### config.mk
export PLATFORM = sky130hd
export DESIGN_NAME = mem_port_arbiter
export DESIGN_NICKNAME = d
export VERILOG_FILES = /design/src/rtl/mem_port_arbiter_pkg.sv /design/src/rtl/mem_port_arbiter_rr.sv /design/src/rtl/mem_port_arbiter.sv
export SDC_FILE = /design/constraint.sdc
export NUM_CORES = 1
export LEC_CHECK = 0
export CAP_MARGIN = 20
export CELL_PAD_IN_SITES_DETAIL_PLACEMENT = 1
export CELL_PAD_IN_SITES_GLOBAL_PLACEMENT = 1
export CORE_AREA = 2 2 157 159
export CTS_BUF_LIST = sky130_fd_sc_hd__clkbuf_4 sky130_fd_sc_hd__clkbuf_8 sky130_fd_sc_hd__clkbuf_16
export CTS_CLUSTER_DIAMETER = 120
export DETAILED_ROUTE_END_ITERATION = 6
export DIE_AREA = 0 0 159 161
export MAX_ROUTING_LAYER = met4
export PLACE_DENSITY_LB_ADDON = 0.1
export SLEW_MARGIN = 40
export SYNTH_ARGS = -nofsm -noshare
export SYNTH_HDL_FRONTEND = slang
export SYNTH_SLANG_ARGS = --single-unit
### constraint.sdc
create_clock -name clk_i -period 6.85 [get_ports clk_i]
set_input_delay 1.0275 -clock clk_i [delete_from_list [all_inputs] [get_ports clk_i]]
set_output_delay 1.0275 -clock clk_i [all_outputs]
set_load 0.05 [all_outputs]
### src/rtl/mem_port_arbiter_pkg.sv
// Shared types and constants for the byte-serial memory port arbiter.
package mem_port_arbiter_pkg;

    typedef enum logic [1:0] {
        ST_IDLE  = 2'd0,
        ST_READ  = 2'd1,
        ST_WRITE = 2'd2
    } state_e;

    localparam logic [1:0] SZ_BYTE = 2'd0;
    localparam logic [1:0] SZ_HALF = 2'd1;
    localparam logic [1:0] SZ_WORD = 2'd2;

    localparam int RamAddrW = 18;

    // Size code 3 is treated as a full word.
    function automatic logic [2:0] size_bytes(input logic [1:0] code);
        case (code)
            SZ_BYTE: return 3'd1;
            SZ_HALF: return 3'd2;
            default: return 3'd4;
        endcase
    endfunction

endpackage

### src/rtl/mem_port_arbiter_rr.sv
// Combinational round-robin pick: first requester at or after ptr_i, wrapping.
module mem_port_arbiter_rr #(
    parameter int NCH = 2,
    parameter int PW  = 1
) (
    input  logic [NCH-1:0] req_i,
    input  logic [PW-1:0]  ptr_i,
    output logic [NCH-1:0] gnt_o,
    output logic [PW-1:0]  idx_o,
    output logic           valid_o
);

    int cand;

    always_comb begin
        gnt_o   = '0;
        idx_o   = '0;
        valid_o = 1'b0;
        cand    = 0;
        for (int off = 0; off < NCH; off++) begin
            cand = int'(ptr_i) + off;
            if (cand >= NCH) cand = cand - NCH;
            if (!valid_o && req_i[cand]) begin
                valid_o     = 1'b1;
                gnt_o[cand] = 1'b1;
                idx_o       = PW'(cand);
            end
        end
    end

endmodule

### src/rtl/mem_port_arbiter.sv
// N-channel round-robin arbiter onto a single byte-wide synchronous RAM port.
// Transfers are 1/2/4 bytes little-endian; channel 0 reads can be flushed.
module mem_port_arbiter
    import mem_port_arbiter_pkg::*;
#(
    parameter int NCH = 2,
    parameter int AW  = 32
) (
    input  logic              clk_i,
    input  logic              rst_ni,
    input  logic              rdy_i,
    input  logic [NCH-1:0]    req_i,
    input  logic [NCH-1:0]    we_i,
    input  logic [2*NCH-1:0]  size_i,
    input  logic [AW*NCH-1:0] addr_i,
    input  logic [32*NCH-1:0] wdata_i,
    input  logic              flush0_i,
    output logic [NCH-1:0]    done_o,
    output logic [31:0]       rdata_o,
    input  logic [7:0]        mem_din_i,
    output logic [7:0]        mem_dout_o,
    output logic [AW-1:0]     mem_a_o,
    output logic              mem_wr_o,
    output state_e            state_o
);

    localparam int PW = (NCH > 1) ? $clog2(NCH) : 1;

    state_e         state_q, state_d;
    logic [2:0]     k_q, k_d, nb_q, nb_d;
    logic [PW-1:0]  ptr_q, ptr_d, ch_q, ch_d;
    logic [AW-1:0]  addr_q, addr_d, mem_a_q, mem_a_d;
    logic [31:0]    wdata_q, wdata_d, buf_q, buf_d, rdata_q, rdata_d;
    logic [NCH-1:0] done_q, done_d;
    logic [7:0]     mem_dout_q, mem_dout_d;
    logic           mem_wr_q, mem_wr_d;

    logic [NCH-1:0] elig, arb_gnt;
    logic [PW-1:0]  arb_idx;
    logic           arb_valid, sel_we, flush_hit;
    logic [1:0]     sel_size;
    logic [AW-1:0]  sel_addr, next_a;
    logic [31:0]    sel_wdata;
    logic [2:0]     k_inc;

    // A channel whose done is showing cannot be re-granted in the same cycle.
    assign elig = req_i & ~done_q & ~{{(NCH-1){1'b0}}, flush0_i};

    mem_port_arbiter_rr #(.NCH(NCH), .PW(PW)) u_rr (
        .req_i  (elig),
        .ptr_i  (ptr_q),
        .gnt_o  (arb_gnt),
        .idx_o  (arb_idx),
        .valid_o(arb_valid)
    );

    assign sel_we    = |(arb_gnt & we_i);
    assign sel_size  = size_i[2*arb_idx +: 2];
    assign sel_addr  = addr_i[AW*arb_idx +: AW];
    assign sel_wdata = wdata_i[32*arb_idx +: 32];
    assign flush_hit = flush0_i && (ch_q == '0);
    assign k_inc     = k_q + 3'd1;
    assign next_a    = addr_q + AW'(k_inc);

    always_ff @(posedge clk_i or negedge rst_ni) begin
        if (!rst_ni) begin
            state_q    <= ST_IDLE;
            k_q        <= '0;
            nb_q       <= '0;
            ptr_q      <= '0;
            ch_q       <= '0;
            addr_q     <= '0;
            wdata_q    <= '0;
            buf_q      <= '0;
            rdata_q    <= '0;
            done_q     <= '0;
            mem_a_q    <= '0;
            mem_dout_q <= '0;
            mem_wr_q   <= 1'b0;
        end else begin
            state_q    <= state_d;
            k_q        <= k_d;
            nb_q       <= nb_d;
            ptr_q      <= ptr_d;
            ch_q       <= ch_d;
            addr_q     <= addr_d;
            wdata_q    <= wdata_d;
            buf_q      <= buf_d;
            rdata_q    <= rdata_d;
            done_q     <= done_d;
            mem_a_q    <= mem_a_d;
            mem_dout_q <= mem_dout_d;
            mem_wr_q   <= mem_wr_d;
        end
    end

    always_comb begin : next_state
        state_d = state_q;
        if (rdy_i) begin
            unique case (state_q)
                ST_IDLE:  if (arb_valid) state_d = sel_we ? ST_WRITE : ST_READ;
                ST_READ:  if (flush_hit || (k_q == nb_q)) state_d = ST_IDLE;
                ST_WRITE: if (k_q == nb_q - 3'd1) state_d = ST_IDLE;
                default:  state_d = ST_IDLE;
            endcase
        end
    end

    always_comb begin : outputs
        k_d        = k_q;
        nb_d       = nb_q;
        ptr_d      = ptr_q;
        ch_d       = ch_q;
        addr_d     = addr_q;
        wdata_d    = wdata_q;
        buf_d      = buf_q;
        rdata_d    = rdata_q;
        done_d     = done_q;
        mem_a_d    = mem_a_q;
        mem_dout_d = mem_dout_q;
        mem_wr_d   = mem_wr_q;
        if (rdy_i) begin
            done_d = '0;
            unique case (state_q)
                ST_IDLE: begin
                    if (arb_valid) begin
                        nb_d       = size_bytes(sel_size);
                        k_d        = '0;
                        ch_d       = arb_idx;
                        addr_d     = sel_addr;
                        wdata_d    = sel_wdata;
                        buf_d      = '0;
                        mem_a_d    = sel_addr;
                        mem_dout_d = sel_wdata[7:0];
                        mem_wr_d   = sel_we;
                        ptr_d      = (int'(arb_idx) == NCH - 1) ? '0 : arb_idx + PW'(1);
                    end
                end
                ST_READ: begin
                    // Bytes gather in buf_q so a flushed read leaves rdata untouched.
                    if (flush_hit) begin
                        k_d = '0;
                    end else begin
                        for (int b = 0; b < 4; b++) begin
                            if (int'(k_q) == b + 1) buf_d[8*b +: 8] = mem_din_i;
                        end
                        if (k_q == nb_q) begin
                            rdata_d      = buf_d;
                            done_d[ch_q] = 1'b1;
                            k_d          = '0;
                        end else begin
                            k_d = k_inc;
                            if (k_inc < nb_q) mem_a_d = next_a;
                        end
                    end
                end
                ST_WRITE: begin
                    if (k_q == nb_q - 3'd1) begin
                        done_d[ch_q] = 1'b1;
                        mem_wr_d     = 1'b0;
                        k_d          = '0;
                    end else begin
                        k_d     = k_inc;
                        mem_a_d = next_a;
                        for (int b = 0; b < 4; b++) begin
                            if (int'(k_inc) == b) mem_dout_d = wdata_q[8*b +: 8];
                        end
                    end
                end
                default: ;
            endcase
        end
    end

    // Pausing masks the strobes without disturbing the registered values.
    assign done_o     = done_q & {NCH{rdy_i}};
    assign mem_wr_o   = mem_wr_q & rdy_i;
    assign rdata_o    = rdata_q;
    assign mem_a_o    = mem_a_q;
    assign mem_dout_o = mem_dout_q;
    assign state_o    = state_q;

endmodule

==> key figures <==
Synth
  • Ys flop type: dfrtp_1
  • Yosys Warn Count: 0
  • Synthesized area: 9930 um^2
  • Top-area cell type share of the netlist area: 45.6%
  • Avg Inst Size Synth: 9.62 um^2
  • Post-synth EDFFs: 0
  • Top post-synthesis cells by count: 181 x dfrtp_1, 101 x nor2_1, 84 x nand2_1, 78 x o21ai_0, 71 x a21oi_1
  • Flops & latches, synth: 181
  • Register area share after synthesis: 45.6%
  • Synthesized instance count: 1032
  • Ranking of synthesized cells by area: dfrtp_1 46%, mux2i_1 6.0%, o21ai_0 3.9%
  • Syn Nets: 1197
  • Most frequent cell after synthesis: dfrtp_1
  • Post-synth top area cell: dfrtp_1
  • Synth unique cells: 75
  • Fraction of registers with async set or reset after synthesis: 100%

Die
  • I/O Pins: 225
  • Core area: 24000 um^2
  • Die X: 159 um
  • Die ar.: 25600 um^2
  • Row Count: 57
  • Initial Utilization: 41.4%
  • Die Span Y: 161 um

Clocking
  • Clock transition at path regs: 0.08 ns
  • Root buf cell: clkbuf_16
  • TritonCTS clock tree: yes
  • Post-CTS Setup Bufs: 0
  • Htree depth: 4
  • Num CTS Buffers: 17
  • Post-cts hold buffer count: 0
  • Cts repair resizes: 0
  • Clk_lat worst skew: 0.44 ns
  • Clock sink total: 181
  • Clk buf depth: 2

GRT
  • Global-route wire length before repair: 49900 um
  • Initial antenna violation count: 2
  • Global Route Usage Sum: 25.0%
  • Total grt overflow: 0
  • Largest net degree at the start of global routing: 118
  • Number of global-route vias before repair: 9235

Worst setup path
  • Worst Setup Start Kind: flop
  • Data arrival, critical path: 4.39 ns
  • CP max stage delay: 0.74 ns
  • Critical path fanouts, max: 21
  • Required time of the critical path: 7.20 ns
  • CP cell instances: inv_1 -> ha_1 -> inv_1 -> ha_1 -> nor2b_1 -> o21ai_0 -> buf_4 -> or4_1 -> and3_1 -> o31ai_1
  • Slowest-stage cell, CP: ha_1
  • CP Capture Type: flop
  • Worst R2R Path Depth: 10
  • R2r setup slk: 2.81 ns
  • Worst Path Class, Setup: flop to flop
  • FF-to-FF Start: k_q[2]$_DFFE_PN0P_
  • Reg-to-reg endpoint: mem_a_o[28]$_DFFE_PN0P_

Timing
  • Slew of the pin with the lowest slew margin: 0.766 ns
  • Worst Clk Skew: 0.0117 ns
  • Finish-stage setup viols: 0
  • Worst hold slack: 0.507 ns
  • Setup ws final: 2.81 ns
  • Fin crit share: 59.0%
  • FMAX: 0.247 GHz
  • RSZ-0062 raised after global routing: no
  • Final Max Tran Viols: 0
  • Final min period: 4.04 ns
  • Final Hold Viols: 0
  • Normalized max-slew margin: 49.0%
  • Setup TNS: 0 ns

Routing
  • DRT Wirelength: 30400 um
  • Number of vias per cell: 5.64
  • Post-route ant nets: 0
  • DRT iter0 DRCs: 386
  • Drt wl/cell: 19.6 um
  • Drt drc: 0
  • Vias: 8721
  • Initial DRT Pass Iterations: 5

Status
  • Status: finished clean

Finish
  • Area Overhead vs Synth: 30.9%
  • NumNets Final: 1373
  • Fin area: 13000 um^2
  • Fill cells: 2723
  • Share of post-route cells with drive strength above 1: 8.27%

Placement
  • Hpwl dp: 20900 um
  • Placed cell area: 12400 um^2
  • Port Buf Inserts: 224
  • Setup slack at placement: 2.87 ns
  • GPL Wtd Cong: 0.804

Pwr
  • Pwr per Cell Area: 478 nW/um^2
  • Pleak: 5.31 nW
  • Maximum vdd drop: 0.220 mV

Min path
  • Hold path start: buf_q[18]$_DFFE_PN0P_
  • Hold Path Class: flop to flop
  • Hold Path End: buf_q[18]$_DFFE_PN0P_
  • Hold Path Stages: 1

Flow run
  • Max_cap viols: 0
## per-layer routing
layer | global-route usage (%) | vias to the layer above | part of all wire, %
li1 | - | 4115 | -
met2 | 39.4 | 203 | 48
met4 | 8.14 | 0 | 2.3
met1 | 33.1 | 4368 | 46
met3 | 4.11 | 35 | 3.9
met5 | - | - | 0
## layout by cell type (no fill, tap or decap), types with 4 or more instances in the layout
cell and count:
o211ai_1 5, mux2i_1 60, a21boi_0 12, xnor2_1 7, and2_1 6, inv_8 7, o21ai_1 4, nand2b_1 10
ha_1 14, nor2_1 101, mux2_4 6, mux2_2 20, nand4_1 4, o221ai_1 8, nand2_1 83, and3_1 6
clkbuf_16 18, nor2b_1 14, clkdlybuf4s50_1 223, dfrtp_1 181, inv_1 29, a31oi_1 33, or4_1 8, o21ai_0 78
a21oi_1 71, o31ai_1 10, a22o_1 35, xor2_1 11, nor4_1 12, a211oi_1 12, and4_1 6, a31o_2 7
buf_4 8, nor3_1 9, nand3_1 22, o22a_1 8
## critical path, delay by kind of cell, from the launching register on
| kind | cells | cell delay (ns) |
|---|---|---|
| AO/OA/AOI/OAI | 2 | 0.39 |
| adder cells (fa/ha/maj) | 2 | 1.17 |
| buffers and inverters | 3 | 0.58 |
| flip-flops | 1 | 0.72 |
| AND/OR/NAND/NOR | 3 | 1.08 |
## power by group
group	switching, mW	internal, mW
Combinational	2.08	1.22
Clock	0.494	0.563
Sequential	0.346	1.51
Total	2.92	3.29
## final cells by class
class / count / area (um^2) / area share (%)
Multi-Input combinational cell: 743 / 4940 / 38.0
Sequential cell: 181 / 4530 / 34.9
Timing Repair Buffer: 236 / 2380 / 18.3
Clock buffer: 17 / 425 / 3.27
Tap cell: 324 / 405 / 3.12
Clock inverter: 15 / 204 / 1.57
Inverter: 29 / 109 / 0.838
Antenna cell: 2 / 5.00 / 0.0385
## registers in the layout, indices dropped and copies added (netlist names)
signal / cells
mem_dout_o: 8
mem_wr_q: 1
rdata_o: 32
addr_q: 32
wdata_q: 32
ch_q: 1
ptr_q: 1
buf_q: 32
nb_q: 3
state_o: 2
done_q: 2
k_q: 3
mem_a_o: 32
## cells by family after synthesis
| kind of cell | share of synthesized area, % |
|---|---|
| AND/OR/NAND/NOR | 14.3 |
| adder cells (fa/ha/maj) | 2.22 |
| multiplexers | 9.22 |
| flip-flops | 45.6 |
| XOR/XNOR | 1.81 |
| buffers and inverters | 4.96 |
| AO/OA/AOI/OAI | 21.9 |
## worst max path at each step
stage	startpoint	endpoint	slack, ns	cells past startpoint
3_3_place_gp	req_i[1]	mem_a_o[17]$_DFFE_PN0P_	2.62	7
6_report	k_q[2]$_DFFE_PN0P_	mem_a_o[28]$_DFFE_PN0P_	2.81	10
2_1_floorplan	k_q[1]$_DFFE_PN0P_	mem_a_o[23]$_DFFE_PN0P_	3.40	12
5_1_grt	k_q[2]$_DFFE_PN0P_	mem_a_o[28]$_DFFE_PN0P_	2.49	10
3_5_place_dp	k_q[2]$_DFFE_PN0P_	mem_a_o[29]$_DFFE_PN0P_	2.87	9
4_1_cts	k_q[2]$_DFFE_PN0P_	mem_a_o[24]$_DFFE_PN0P_	2.83	10
## stage by stage
step	cells	util, %	power (mW)
finish	1547	54.2	6.22
floorplan	1032	-	4.08
global route	1547	54.2	6.62
detailed placement	1513	51.6	5.18
CTS	1545	54.2	6.26
global placement	1511	51.3	5.08
Note: power is estimated with default switching activity, not from simulation.
